## src/rtl/divider_control.sv

```systemverilog
// divider_control: 32-bit radix-2 restoring divider for signed (DIV) and
// unsigned (DIVU) operands. The result is {remainder, quotient}.
//
// Optional feature: define DIV_ZERO_FAST_EN to finish a divide-by-zero in one
// cycle with {dividend, 32'hFFFFFFFF}. The default build runs every request,
// including divide-by-zero, through the full 34-cycle iteration path.
//
// Timing of a normal request:
//   accepting edge -> CALC for 32 edges -> FIX for 1 edge -> DONE for 1 edge.
// The DONE edge registers the done pulse and the result. The pulse is
// therefore visible in the cycle after the 34th edge, and the FSM is
// already back in IDLE during that cycle.
module divider_control (
    input  logic        clk,
    input  logic        rst,
    input  logic        div_begin,
    input  logic        div_sign,
    input  logic [31:0] div_a,
    input  logic [31:0] div_b,
    output logic [63:0] div_res,
    output logic        div_done,
    output logic        div_busy
);

    typedef enum logic [1:0] {
        IDLE = 2'd0,
        CALC = 2'd1,
        FIX  = 2'd2,
        DONE = 2'd3
    } state_t;

    state_t      state;
    state_t      next_state;

    logic [5:0]  iter_cnt;
    // The mode bit is folded into these two flags when they are latched, so
    // they are only ever set for signed operations.
    logic        a_neg_q;
    logic        b_neg_q;
    logic [31:0] divisor_q;
    logic [31:0] quot_q;
    logic [31:0] rem_q;

`ifdef DIV_ZERO_FAST_EN
    // Marks an operation that already produced its done pulse on acceptance.
    logic        fast_q;
`endif

    logic [31:0] a_abs;
    logic [31:0] b_abs;
    logic [32:0] part_rem;
    logic        can_sub;
    logic [31:0] rem_next;

    // Operand magnitudes; only signed mode takes absolute values.
    always_comb begin
        a_abs = (div_sign && div_a[31]) ? (32'd0 - div_a) : div_a;
        b_abs = (div_sign && div_b[31]) ? (32'd0 - div_b) : div_b;
    end

    // One restoring step: shift in the next dividend bit, then subtract
    // the divisor if it fits.
    always_comb begin
        part_rem = {rem_q, quot_q[31]};
        can_sub  = (part_rem >= {1'b0, divisor_q});
        // The remainder after a successful subtract is below the divisor,
        // so it always fits in 32 bits.
        rem_next = can_sub ? 32'(part_rem - {1'b0, divisor_q}) : part_rem[31:0];
    end

    // State register. Reset takes priority over any request at the same edge.
    always_ff @(posedge clk) begin
        if (rst) begin
            state <= IDLE;
        end else begin
            state <= next_state;
        end
    end

    // Next-state logic. A request is only looked at in IDLE.
    always_comb begin
        // NOTE: next_state gets its default before the case statement, so
        // no path can leave it unassigned and infer a latch.
        next_state = state;
        case (state)
            IDLE: begin
                if (div_begin) begin
`ifdef DIV_ZERO_FAST_EN
                    next_state = (div_b == 32'd0) ? DONE : CALC;
`else
                    next_state = CALC;
`endif
                end
            end
            CALC: begin
                if (iter_cnt == 6'd31) begin
                    next_state = FIX;
                end
            end
            FIX:     next_state = DONE;
            DONE:    next_state = IDLE;
            default: next_state = IDLE;
        endcase
    end

    // Datapath, counter and registered outputs.
    always_ff @(posedge clk) begin
        if (rst) begin
            iter_cnt  <= 6'd0;
            a_neg_q   <= 1'b0;
            b_neg_q   <= 1'b0;
            divisor_q <= 32'd0;
            quot_q    <= 32'd0;
            rem_q     <= 32'd0;
            div_done  <= 1'b0;
            div_res   <= 64'h0;
`ifdef DIV_ZERO_FAST_EN
            fast_q    <= 1'b0;
`endif
        end else begin
            // NOTE: sequential state uses non-blocking assignments only.
            // That way every register here samples values from before the edge.
            div_done <= 1'b0;
            div_res  <= 64'h0;
            case (state)
                IDLE: begin
                    if (div_begin) begin
                        a_neg_q   <= div_sign & div_a[31];
                        b_neg_q   <= div_sign & div_b[31];
                        divisor_q <= b_abs;
                        quot_q    <= a_abs;
                        rem_q     <= 32'd0;
                        iter_cnt  <= 6'd0;
`ifdef DIV_ZERO_FAST_EN
                        fast_q    <= (div_b == 32'd0);
                        if (div_b == 32'd0) begin
                            div_done <= 1'b1;
                            div_res  <= {div_a, 32'hFFFF_FFFF};
                        end
`endif
                    end
                end
                CALC: begin
                    iter_cnt <= iter_cnt + 6'd1;
                    quot_q   <= {quot_q[30:0], can_sub};
                    rem_q    <= rem_next;
                end
                FIX: begin
                    // Truncating division: the quotient is negative when the
                    // signs differ, and the remainder follows the dividend.
                    if (a_neg_q ^ b_neg_q) begin
                        quot_q <= 32'd0 - quot_q;
                    end
                    if (a_neg_q) begin
                        rem_q <= 32'd0 - rem_q;
                    end
                end
                DONE: begin
`ifdef DIV_ZERO_FAST_EN
                    if (!fast_q) begin
                        div_done <= 1'b1;
                        div_res  <= {rem_q, quot_q};
                    end
`else
                    div_done <= 1'b1;
                    div_res  <= {rem_q, quot_q};
`endif
                end
                default: ;
            endcase
        end
    end

    // Busy covers every non-IDLE state.
    always_comb begin
        div_busy = (state != IDLE);
    end

endmodule

```

## config.mk

```make
export PLATFORM = sky130hd
export DESIGN_NAME = divider_control
export DESIGN_NICKNAME = d
export VERILOG_FILES = /design/src/rtl/divider_control.sv
export SDC_FILE = /design/constraint.sdc
export NUM_CORES = 1
export LEC_CHECK = 0
export CORE_MARGIN = 5
export CORE_UTILIZATION = 55
export DETAILED_ROUTE_END_ITERATION = 8
export PLACE_DENSITY = 0.85
export SLEW_MARGIN = 10
export SYNTH_ARGS = -nofsm -noshare
export SYNTH_HDL_FRONTEND = slang
export SYNTH_SLANG_ARGS = --single-unit
```

## constraint.sdc

```tcl
create_clock -name clk -period 4.15 [get_ports clk]
set_input_delay 0.83 -clock clk [delete_from_list [all_inputs] [get_ports clk]]
set_output_delay 0.83 -clock clk [all_outputs]
set_load 0.03 [all_outputs]
```

==> run summary, run 1 <==
Fill cells -> 1579
Number of max-cap violations -> 0
Synth-to-layout area growth -> 20.6%
Grt ovf -> 0
Core Footprint -> 19300 um^2
Run status -> completed
Sequential share of the synthesized area -> 32.0%
RePlAce Congestion -> 0.944
Critical Path AT -> 3.99 ns
Crit-path max FO -> 16
HP Start -> b_neg_q
Fin crit share -> 88.7%
Worst Skew -> 0.0147 ns
Area of the die -> 22300 um^2
Worst path required time -> 4.46 ns
Ports -> 134
PostCTS Resize Cnt -> 0
Detailed-route vias per instance -> 6.18
Clock Latency Late Sink -> 0.44 ns
Slew headroom -> 42.1%
Number of synthesized register bits -> 171
Crit path time final -> 3.68 ns
CP Launch Type -> flip-flop
Starting density of the core -> 55.3%
Number of inserted diodes -> 0
CTS clock-pin slew for the worst setup and hold paths -> 0.07 ns
Clk sinks -> 171
Final ANT Viol Nets -> 0
Pwr per Cell Area -> 578 nW/um^2
Post-synth EDFFs -> 0
Slew Viols, Final -> 0
Area of the mapped netlist -> 10700 um^2
Syn nets -> 1477
Leakage -> 0.00493 uW
Htree depth -> 4
Gr usage total -> 27.6%
Initial DRC Count -> 1430
Die X -> 149 um
Antenna violations before repair -> 0
Top_reg_cell synth -> dfxtp_1
Post-synth ARST share -> 0%
Highest clock rate -> 0.272 GHz
Clk root buf -> clkbuf_16
Commonest non-fill, non-tap cells in the layout -> 171 x dfxtp_1, 132 x clkdlybuf4s50_1, 115 x nor2_1, 109 x nand2_1, 109 x o21ai_0
Avg Cell Area, Syn -> 7.83 um^2
Min-Delay Path Class -> reg -> reg
Number of I/O port buffers -> 133
Crit path from -> divisor_q[1]
Vias post-DR -> 10772
Largest net degree at the start of global routing -> 66
TNS Setup -> 0 ns
Hold_buf cts -> 0
Crit path kind -> reg -> reg
Yosys cell types -> 69
Synth Instances -> 1367
WL/cell -> 17.9 um
CTS buffer count -> 17
Die height -> 149 um
Dpl hpwl -> 22600 um
Vias in the first global route -> 9884
Cell Rows -> 51
Setup bufs post-CTS -> 0
Layout cell share with drive strength beyond 1 -> 5.61%
Most common cell after layout, fill and taps aside -> dfxtp_1
Worst setup EP type -> flip-flop
# setup viols final -> 0
RR Startpoint -> divisor_q[1]
Worst-Margin Slew -> 0.868 ns
RSZ-0062 raised after global routing -> false
Nets@finish -> 1576
Detailed Route WL -> 31300 um
Post-route DRC -> 0
CTS tree -> built
Ys Warns -> 0
CTS Buffer Depth -> 2
Core Util, Final -> 66.7%
Final hold vios -> 0
First-pass DRT Iterations -> 8
First-pass GRT wire length -> 50400 um
Maximum vdd drop -> 0.433 mV
[synthesized netlist by cell type, drive strengths merged (19+ instances only)]
library cell | instances | area [um^2]
nor3 | 52 | 270
and2 | 61 | 382
inv | 65 | 244
xnor2 | 48 | 420
o211ai | 20 | 150
nor2 | 116 | 435
or3 | 26 | 178
nand2 | 109 | 409
a211oi | 37 | 278
dfxtp | 171 | 3420
o21ai | 110 | 551
clkbuf | 72 | 270
a21oi | 107 | 536
ha | 41 | 513
a221o | 20 | 200
nor4 | 19 | 134
xor2 | 47 | 412
[state kept, by name, summed over array words and instances, names as in the netlist]
name,cells
state,2
b_neg_q,1
divisor_q,32
quot_q,32
rem_q,32
a_neg_q,1
div_res,64
iter_cnt,6
div_done,1
[area by class of cell]
class	instances	area, um^2	share of cell area [%]
well taps	265	332	2.57
multi-input cells	1046	6720	52.1
inverters	66	248	1.92
clock inverters	13	191	1.48
repair buffers	164	1560	12.1
clock buffers	19	433	3.35
flip-flops and latches	171	3420	26.5
[per-stage QoR]
stage          total power (uW)  hold slack, ns  setup WS (ns)  std cells  cell area [um^2]
3_5_place_dp               5610           0.457          0.275       1712             12300
3_3_place_gp               5510           0.455          0.296       1712             12300
5_1_grt                    7900           0.496          0.363       1744             12900
2_1_floorplan              4700           0.441          0.858       1367             10700
6_report                   7450           0.467          0.467       1744             12900
4_1_cts                    7350           0.468          0.519       1744             12900
[where the power goes]
| group | switching, uW | total, uW | internal (uW) |
|---|---|---|---|
| registers | 280 | 2150 | 1870 |
| logic | 2240 | 3590 | 1340 |
| clock network | 700 | 1710 | 1010 |
| total | 3220 | 7450 | 4230 |
[metal layers]
layer	share of wire, %	vias to the layer above	global-route usage [%]	routed length, um
met4	1.9	0	8.33	596
met5	0	-	0	0
met2	43	591	41.2	13500
met1	43	4972	39.8	13600
li1	-	5153	-	-
met3	11	56	6.51	3550
[worst max-delay path, cell delays in order, from the launching register on]
cell and delay (ns):
dfxtp_1 0.37, inv_1 0.10, ha_1 0.31, nor2b_1 0.15, o31a_1 0.28, o41ai_1 0.66
or3_1 0.21, a21oi_1 0.10, a211o_1 0.54, buf_4 0.28, a32o_1 0.25, a221oi_1 0.23
nor2_1 0.06
[cells by family after synthesis]
group,count (synthesis),synth area share (%)
simple gates,462,21.9
compound gates,427,26.2
flops,171,32.0
buf+inv,150,5.31
xor+xnor,95,7.78
fa+ha+maj,42,4.98
mux,20,1.89
[final timing paths]
check	depth (start not counted)	to	slack (ns)
worst max-delay path	12	quot_q[0]	0.47
worst max register to register	12	quot_q[0]	0.47
worst min-delay path	2	b_neg_q	0.47
worst min register to register	2	b_neg_q	0.47
No activity file was read; power rests on OpenSTA's default activity.
==> run 2, diff against run 1 <==
==> constraint.sdc (replaced) <==
create_clock -name clk -period 4.15 [get_ports clk]
set_input_delay 0.6225 -clock clk [delete_from_list [all_inputs] [get_ports clk]]
set_output_delay 0.6225 -clock clk [all_outputs]
set_load 0.03 [all_outputs]
==> run 2 against run 1 <==
Hold slack improved by 0.011 ns. Final cell count fell by 0.52%. Cell area fell by 0.78%. Power fell by 2.4%. Flip-flop and latch count did not move. Maximum frequency fell by 2.1%. Via count fell by 1.1%. Register-to-register slack got worse by 0.08 ns. Sequential share of layout area rose by 0.21 points. First-iteration DRC count fell by 14%. Core utilization fell by 0.52 points. Critical endpoint is now rem_q[28]. Highest routed layer unchanged.
==> run summary, run 2 (same netlist as run 1, synthesis figures left out) <==
Run status -> completed (unchanged)
Detailed Route WL -> 30600 um (was 31300 um)
Gr usage total -> 27.4% (was 27.6%)
Most used cell, CP -> nor2_1
Slew headroom -> 41.0% (was 42.1%)
Final hold vios -> 0 (unchanged)
PostCTS Resize Cnt -> 0 (unchanged)
Crit path time final -> 3.76 ns (was 3.68 ns)
# setup viols final -> 0 (unchanged)
Core Footprint -> 19300 um^2 (unchanged)
CTS clock-pin slew for the worst setup and hold paths -> 0.07 ns (about the same)
Largest reg by FF count -> div_res (unchanged)
Dpl hpwl -> 22000 um (was 22600 um)
Area of the die -> 22300 um^2 (unchanged)
Fin crit share -> 90.6% (was 88.7%)
Crit path from -> divisor_q[20] (was divisor_q[1])
Synth-to-layout area growth -> 19.7% (was 20.6%)
Die X -> 149 um (unchanged)
RR Startpoint -> divisor_q[20] (was divisor_q[1])
Number of I/O port buffers -> 133 (unchanged)
Setup bufs post-CTS -> 0 (unchanged)
Grt ovf -> 0 (unchanged)
Ports -> 134 (unchanged)
Starting density of the core -> 55.3% (unchanged)
Crit-path max FO -> 16 (unchanged)
Crit path max-delay family -> compound AO/OA/AOI/OAI gates (unchanged)
Vias in the first global route -> 9699 (was 9884)
Maximum vdd drop -> 0.343 mV (was 0.433 mV)
Number of max-cap violations -> 0 (unchanged)
Worst-Margin Slew -> 0.883 ns (was 0.868 ns)
WP depth -> 10 (was 12)
CP cell instances -> inv_1, ha_1, nand2_1, o21ai_0, nor2_1, a2111o_1, a21oi_1, a211o_1, nor2_1, a221o_1 (was inv_1, ha_1, nor2b_1, o31a_1, o41ai_1, or3_1, a21oi_1, a211o_1, buf_4, a32o_1, a221oi_1, nor2_1)
Post-route DRC -> 0 (unchanged)
Slowest CP cell -> a211o_1 (was o41ai_1)
Antenna violations before repair -> 0 (unchanged)
Clk sinks -> 171 (unchanged)
HP Start -> divisor_q[0] (was b_neg_q)
CP max stage delay -> 0.70 ns (was 0.66 ns)
Setup crit end -> rem_q[28] (was quot_q[0])
Initial DRC Count -> 1236 (was 1430)
Hold_buf cts -> 0 (unchanged)
RSZ-0062 raised after global routing -> false (unchanged)
Htree depth -> 4 (unchanged)
Worst path required time -> 4.46 ns (about the same)
Number of flip-flops in the largest register -> 64 (unchanged)
Most common cell after layout, fill and taps aside -> dfxtp_1 (unchanged)
Leakage -> 0.00488 uW (was 0.00493 uW)
Commonest non-fill, non-tap cells in the layout -> 171 x dfxtp_1, 132 x clkdlybuf4s50_1, 115 x nor2_1, 109 x nand2_1, 109 x o21ai_0 (unchanged)
R2R depth -> 10 (was 12)
R2R setup slack -> 0.39 ns (was 0.47 ns)
Layout cell share with drive strength beyond 1 -> 5.17% (was 5.61%)
Cell Rows -> 51 (unchanged)
WL/cell -> 17.7 um (was 17.9 um)
Number of inserted diodes -> 0 (unchanged)
CTS tree -> built (unchanged)
WP buf/inv -> 1 (was 2)
Critical Path AT -> 4.08 ns (was 3.99 ns)
Clk root buf -> clkbuf_16 (unchanged)
Clock Latency Late Sink -> 0.44 ns (about the same)
Worst setup EP type -> flip-flop (unchanged)
CTS Buffer Depth -> 2 (unchanged)
First-pass DRT Iterations -> 5 (was 8)
Pwr per Cell Area -> 568 nW/um^2 (was 578 nW/um^2)
Largest net degree at the start of global routing -> 59 (was 66)
Min-Delay Path Class -> reg -> reg (unchanged)
CTS buffer count -> 17 (unchanged)
Final ANT Viol Nets -> 0 (unchanged)
Fill cells -> 1623 (was 1579)
Crit path kind -> reg -> reg (unchanged)
Highest clock rate -> 0.266 GHz (was 0.272 GHz)
TNS Setup -> 0 ns (unchanged)
Detailed-route vias per instance -> 6.14 (was 6.18)
Hold Slack -> 0.478 ns (was 0.467 ns)
Die height -> 149 um (unchanged)
Worst Skew -> 0.0148 ns (was 0.0147 ns)
CP Launch Type -> flip-flop (unchanged)
RePlAce Congestion -> 0.971 (was 0.944)
Slew Viols, Final -> 0 (unchanged)
RR Endpoint -> rem_q[28] (was quot_q[0])
Nets@finish -> 1568 (was 1576)
Vias post-DR -> 10649 (was 10772)
First-pass GRT wire length -> 49700 um (was 50400 um)
run 2: changes by cell type in the layout (fill, tap and decap cells not counted):
cell,delta
buf_4,-8
clkinv_4,-2
inv_8,+2
inv_6,+2
bufinv_16,-2
clkbuf_1,-2
clkinv_2,+1
run 2: final cells by class:
class / instances / area, um^2 / share of cell area (%)
Clock buffer: 17 / 425 / 3.32
Clock inverter: 14 / 159 / 1.24
Inverter: 66 / 248 / 1.93
Multi-Input combinational cell: 1046 / 6720 / 52.5
Sequential cell: 171 / 3420 / 26.7
Tap cell: 265 / 332 / 2.59
Timing Repair Buffer: 156 / 1500 / 11.7
run 2: metrics by stage:
| stage | instance area (um^2) | utilization, % | total power [uW] | std cells | setup slack, ns |
|---|---|---|---|---|---|
| 2_1_floorplan | 10700 | - | 4700 | 1367 | 0.970 |
| 3_3_place_gp | 12200 | 63.2 | 5490 | 1704 | 0.431 |
| 3_5_place_dp | 12200 | 63.2 | 5560 | 1704 | 0.374 |
| 4_1_cts | 12800 | 66.2 | 7210 | 1735 | 0.408 |
| 5_1_grt | 12800 | 66.2 | 7760 | 1735 | 0.274 |
| 6_report | 12800 | 66.2 | 7270 | 1735 | 0.389 |
run 2: routing by layer:
layer / GRT usage, % / vias up / wire (um)
li1: - / 5148 / -
met1: 39.3 / 4935 / 13600
met2: 40.7 / 510 / 13300
met3: 6.57 / 56 / 3170
met4: 8.74 / 0 / 592
met5: 0 / - / 0
run 2: how the worst min path moves through the flow:
stage	end	slack (ns)	depth (start not counted)
final	divisor_q[0]	0.48	2
after global routing	b_neg_q	0.51	2
after CTS	divisor_q[0]	0.48	2
after detailed placement	divisor_q[0]	0.45	2
after global placement	divisor_q[0]	0.45	2
after floorplan	divisor_q[0]	0.44	2
run 2: tightest hold or removal path, delay by kind of cell (launching register included):
| family | cells | cell delay, ns |
|---|---|---|
| AO/OA/AOI/OAI | 1 | 0.06 |
| AND/OR/NAND/NOR | 1 | 0.05 |
| flip-flops | 1 | 0.32 |
run 2: report_power, final:
group,switching [uW],internal (uW),total [uW]
clock,709,898,1610
combinational,2200,1330,3530
sequential,269,1870,2140
total,3170,4100,7270
==> run 3, diff against run 2 <==
--- a/config.mk
+++ b/config.mk
@@ -6,9 +6,9 @@
 export NUM_CORES = 1
 export LEC_CHECK = 0
 export CORE_MARGIN = 5
-export CORE_UTILIZATION = 55
+export CORE_UTILIZATION = 51
 export DETAILED_ROUTE_END_ITERATION = 8
-export PLACE_DENSITY = 0.85
+export PLACE_DENSITY = 0.83
 export SLEW_MARGIN = 10
 export SYNTH_ARGS = -nofsm -noshare
 export SYNTH_HDL_FRONTEND = slang
==> constraint.sdc (replaced) <==
create_clock -name clk -period 3.34 [get_ports clk]
set_input_delay 0.501 -clock clk [delete_from_list [all_inputs] [get_ports clk]]
set_output_delay 0.501 -clock clk [all_outputs]
set_load 0.03 [all_outputs]
==> run 3 against run 2 <==
Critical endpoint is now rem_q[18]. Maximum frequency increased by 13%. Clock skew decreased by 0.0017 ns. Hold slack got worse by 0.010 ns. Critical path depth increased by 1.
==> run summary, run 3 (same netlist as run 1, synthesis figures left out) <==
Pwr per Cell Area -> 688 nW/um^2 (was 568 nW/um^2)
Cell Rows -> 53 (was 51)
Dpl hpwl -> 23500 um (was 22000 um)
CTS buffer count -> 17 (unchanged)
Leakage -> 0.00520 uW (was 0.00488 uW)
Ports -> 134 (unchanged)
Initial DRC Count -> 1172 (was 1236)
Htree depth -> 4 (unchanged)
# setup viols final -> 0 (unchanged)
Placed cells -> 1775 (was 1704)
First-pass GRT wire length -> 50100 um (was 49700 um)
Crit path time final -> 3.32 ns (was 3.76 ns)
CTS clock-pin slew for the worst setup and hold paths -> 0.07 ns (about the same)
Worst path required time -> 3.67 ns (was 4.46 ns)
Commonest non-fill, non-tap cells in the layout -> 170 x dfxtp_1, 132 x clkdlybuf4s50_1, 115 x nor2_1, 109 x nand2_1, 107 x o21ai_0 (was 171 x dfxtp_1, 132 x clkdlybuf4s50_1, 115 x nor2_1, 109 x nand2_1, 109 x o21ai_0)
Post-DP Area -> 12700 um^2 (was 12200 um^2)
Starting density of the core -> 51.4% (was 55.3%)
Vias post-DR -> 10963 (was 10649)
Crit path max-delay family -> simple AND/OR/NAND/NOR gates (was compound AO/OA/AOI/OAI gates)
First-pass DRT Iterations -> 6 (was 5)
CTS Buffer Depth -> 2 (unchanged)
CP cell instances -> inv_2, ha_2, or3b_4, or4_4, or3_4, or3_4, or3_4, nor3_2, xor2_1, o21ai_1, a221o_1 (was inv_1, ha_1, nand2_1, o21ai_0, nor2_1, a2111o_1, a21oi_1, a211o_1, nor2_1, a221o_1)
Antenna violations before repair -> 1 (was 0)
Critical Path AT -> 3.65 ns (was 4.08 ns)
RSZ-0062 raised after global routing -> true (was false)
Setup bufs post-CTS -> 0 (unchanged)
Sequential power share -> 28.8% (was 29.4%)
Clock Latency Late Sink -> 0.44 ns (about the same)
Non-Filler Instances -> 1807 (was 1735)
RePlAce Congestion -> 0.926 (was 0.971)
Largest net degree at the start of global routing -> 66 (was 59)
Number of inserted diodes -> 0 (unchanged)
Crit path kind -> reg -> reg (unchanged)
WL/cell -> 17.6 um (was 17.7 um)
Layout cell share with drive strength beyond 1 -> 9.53% (was 5.17%)
CP max stage delay -> 0.44 ns (was 0.70 ns)
Area of the die -> 24000 um^2 (was 22300 um^2)
Post-route DRC -> 0 (unchanged)
Power share of the clock group -> 21.4% (was 22.1%)
Maximum vdd drop -> 0.664 mV (was 0.343 mV)
Most common cell after layout, fill and taps aside -> dfxtp_1 (unchanged)
Worst-Margin Slew -> 0.855 ns (was 0.883 ns)
Int Power -> 5130 uW (was 4100 uW)
Final hold vios -> 0 (unchanged)
Most used cell, CP -> or3_4 (was nor2_1)
Detailed Route WL -> 31700 um (was 30600 um)
Crit-path max FO -> 4 (was 16)
Vias in the first global route -> 9893 (was 9699)
Gr usage total -> 25.4% (was 27.4%)
Slowest CP cell -> or4_4 (was a211o_1)
Highest clock rate -> 0.301 GHz (was 0.266 GHz)
Run status -> completed (unchanged)
Number of I/O port buffers -> 133 (unchanged)
WP buf/inv -> 1 (unchanged)
Slew Viols, Final -> 0 (unchanged)
Core Footprint -> 20800 um^2 (was 19300 um^2)
Largest reg by FF count -> div_res (unchanged)
Nets@finish -> 1629 (was 1568)
Worst Skew -> 0.0131 ns (was 0.0148 ns)
Clk sinks -> 171 (unchanged)
Synth-to-layout area growth -> 24.2% (was 19.7%)
Design Area, Final -> 13300 um^2 (was 12800 um^2)
Number of max-cap violations -> 0 (unchanged)
Gate power share -> 49.7% (was 48.5%)
Min-Delay Path Class -> reg -> reg (unchanged)
Die height -> 155 um (was 149 um)
Fin crit share -> 99.4% (was 90.6%)
CP Launch Type -> flip-flop (unchanged)
Clk root buf -> clkbuf_16 (unchanged)
Detailed-route vias per instance -> 6.07 (was 6.14)
Number of flip-flops in the largest register -> 64 (unchanged)
Slew headroom -> 42.9% (was 41.0%)
CTS tree -> built (unchanged)
Final ANT Viol Nets -> 0 (unchanged)
Worst setup EP type -> flip-flop (unchanged)
Die X -> 155 um (was 149 um)
Sw frac -> 43.9% (was 43.6%)
Net Switching -> 4020 uW (was 3170 uW)
Grt ovf -> 0 (unchanged)
-- run 3: layer usage --
metal	share of wire [%]	vias to the layer above	global-route usage, %
li1	-	5284	-
met1	44	5030	36.5
met2	44	584	38.1
met3	9.7	65	5.29
met4	2.1	0	7.95
met5	0	-	0
-- run 3: area by class of cell --
class | count | area [um^2]
Clock buffer | 18 | 439
Inverter | 66 | 248
Clock inverter | 14 | 134
Tap cell | 275 | 344
Sequential cell | 171 | 3420
Multi-Input combinational cell | 1046 | 6750
Timing Repair Buffer | 217 | 1960
Fill cell | 1787 | 7530
-- run 3: worst reg2reg max path, stage by stage, from the launching register on --
cell     delay (ns)
dfxtp_1        0.35
inv_2          0.08
ha_2           0.19
or3b_4         0.40
or4_4          0.44
or3_4          0.39
or3_4          0.37
or3_4          0.36
nor3_2         0.13
xor2_1         0.18
o21ai_1        0.07
a221o_1        0.25
-- run 3: path summary, 6_finish.rpt --
check / start / endpoint / slack, ns / cells past startpoint
worst min-delay path: divisor_q[0] / divisor_q[0] / 0.47 / 2
worst max-delay path: rem_q[0] / rem_q[18] / 0.02 / 11
worst min register to register: divisor_q[0] / divisor_q[0] / 0.47 / 2
worst max register to register: rem_q[0] / rem_q[18] / 0.02 / 11
-- run 3: power groups by stage --
stage | clock (uW) | sequential [uW] | combinational, uW
after floorplan | 0 | 2560 | 3280
after global placement | 0 | 2650 | 4290
after detailed placement | 0 | 2670 | 4390
after CTS | 1970 | 2630 | 4430
after global routing | 2060 | 2670 | 4950
final | 1960 | 2640 | 4550
-- run 3: repair_timing --
item	in CTS	in global routing
cloned	0	0
gates resized for setup	3	8
setup endpoints to repair	1	10
hold buffers	0	0
-- run 3: stage by stage --
step                hold WS, ns  total power [uW]  utilization [%]  setup TNS (ns)  setup slack (ns)
floorplan                 0.441              5840                -               0             0.160
global placement          0.451              6950             60.9               0            0.0241
detailed placement        0.456              7060             60.9               0           0.00704
CTS                       0.468              9030             63.7               0            0.0236
global route              0.485              9690             63.8          -0.119            -0.119
finish                    0.468              9150             63.8               0            0.0190
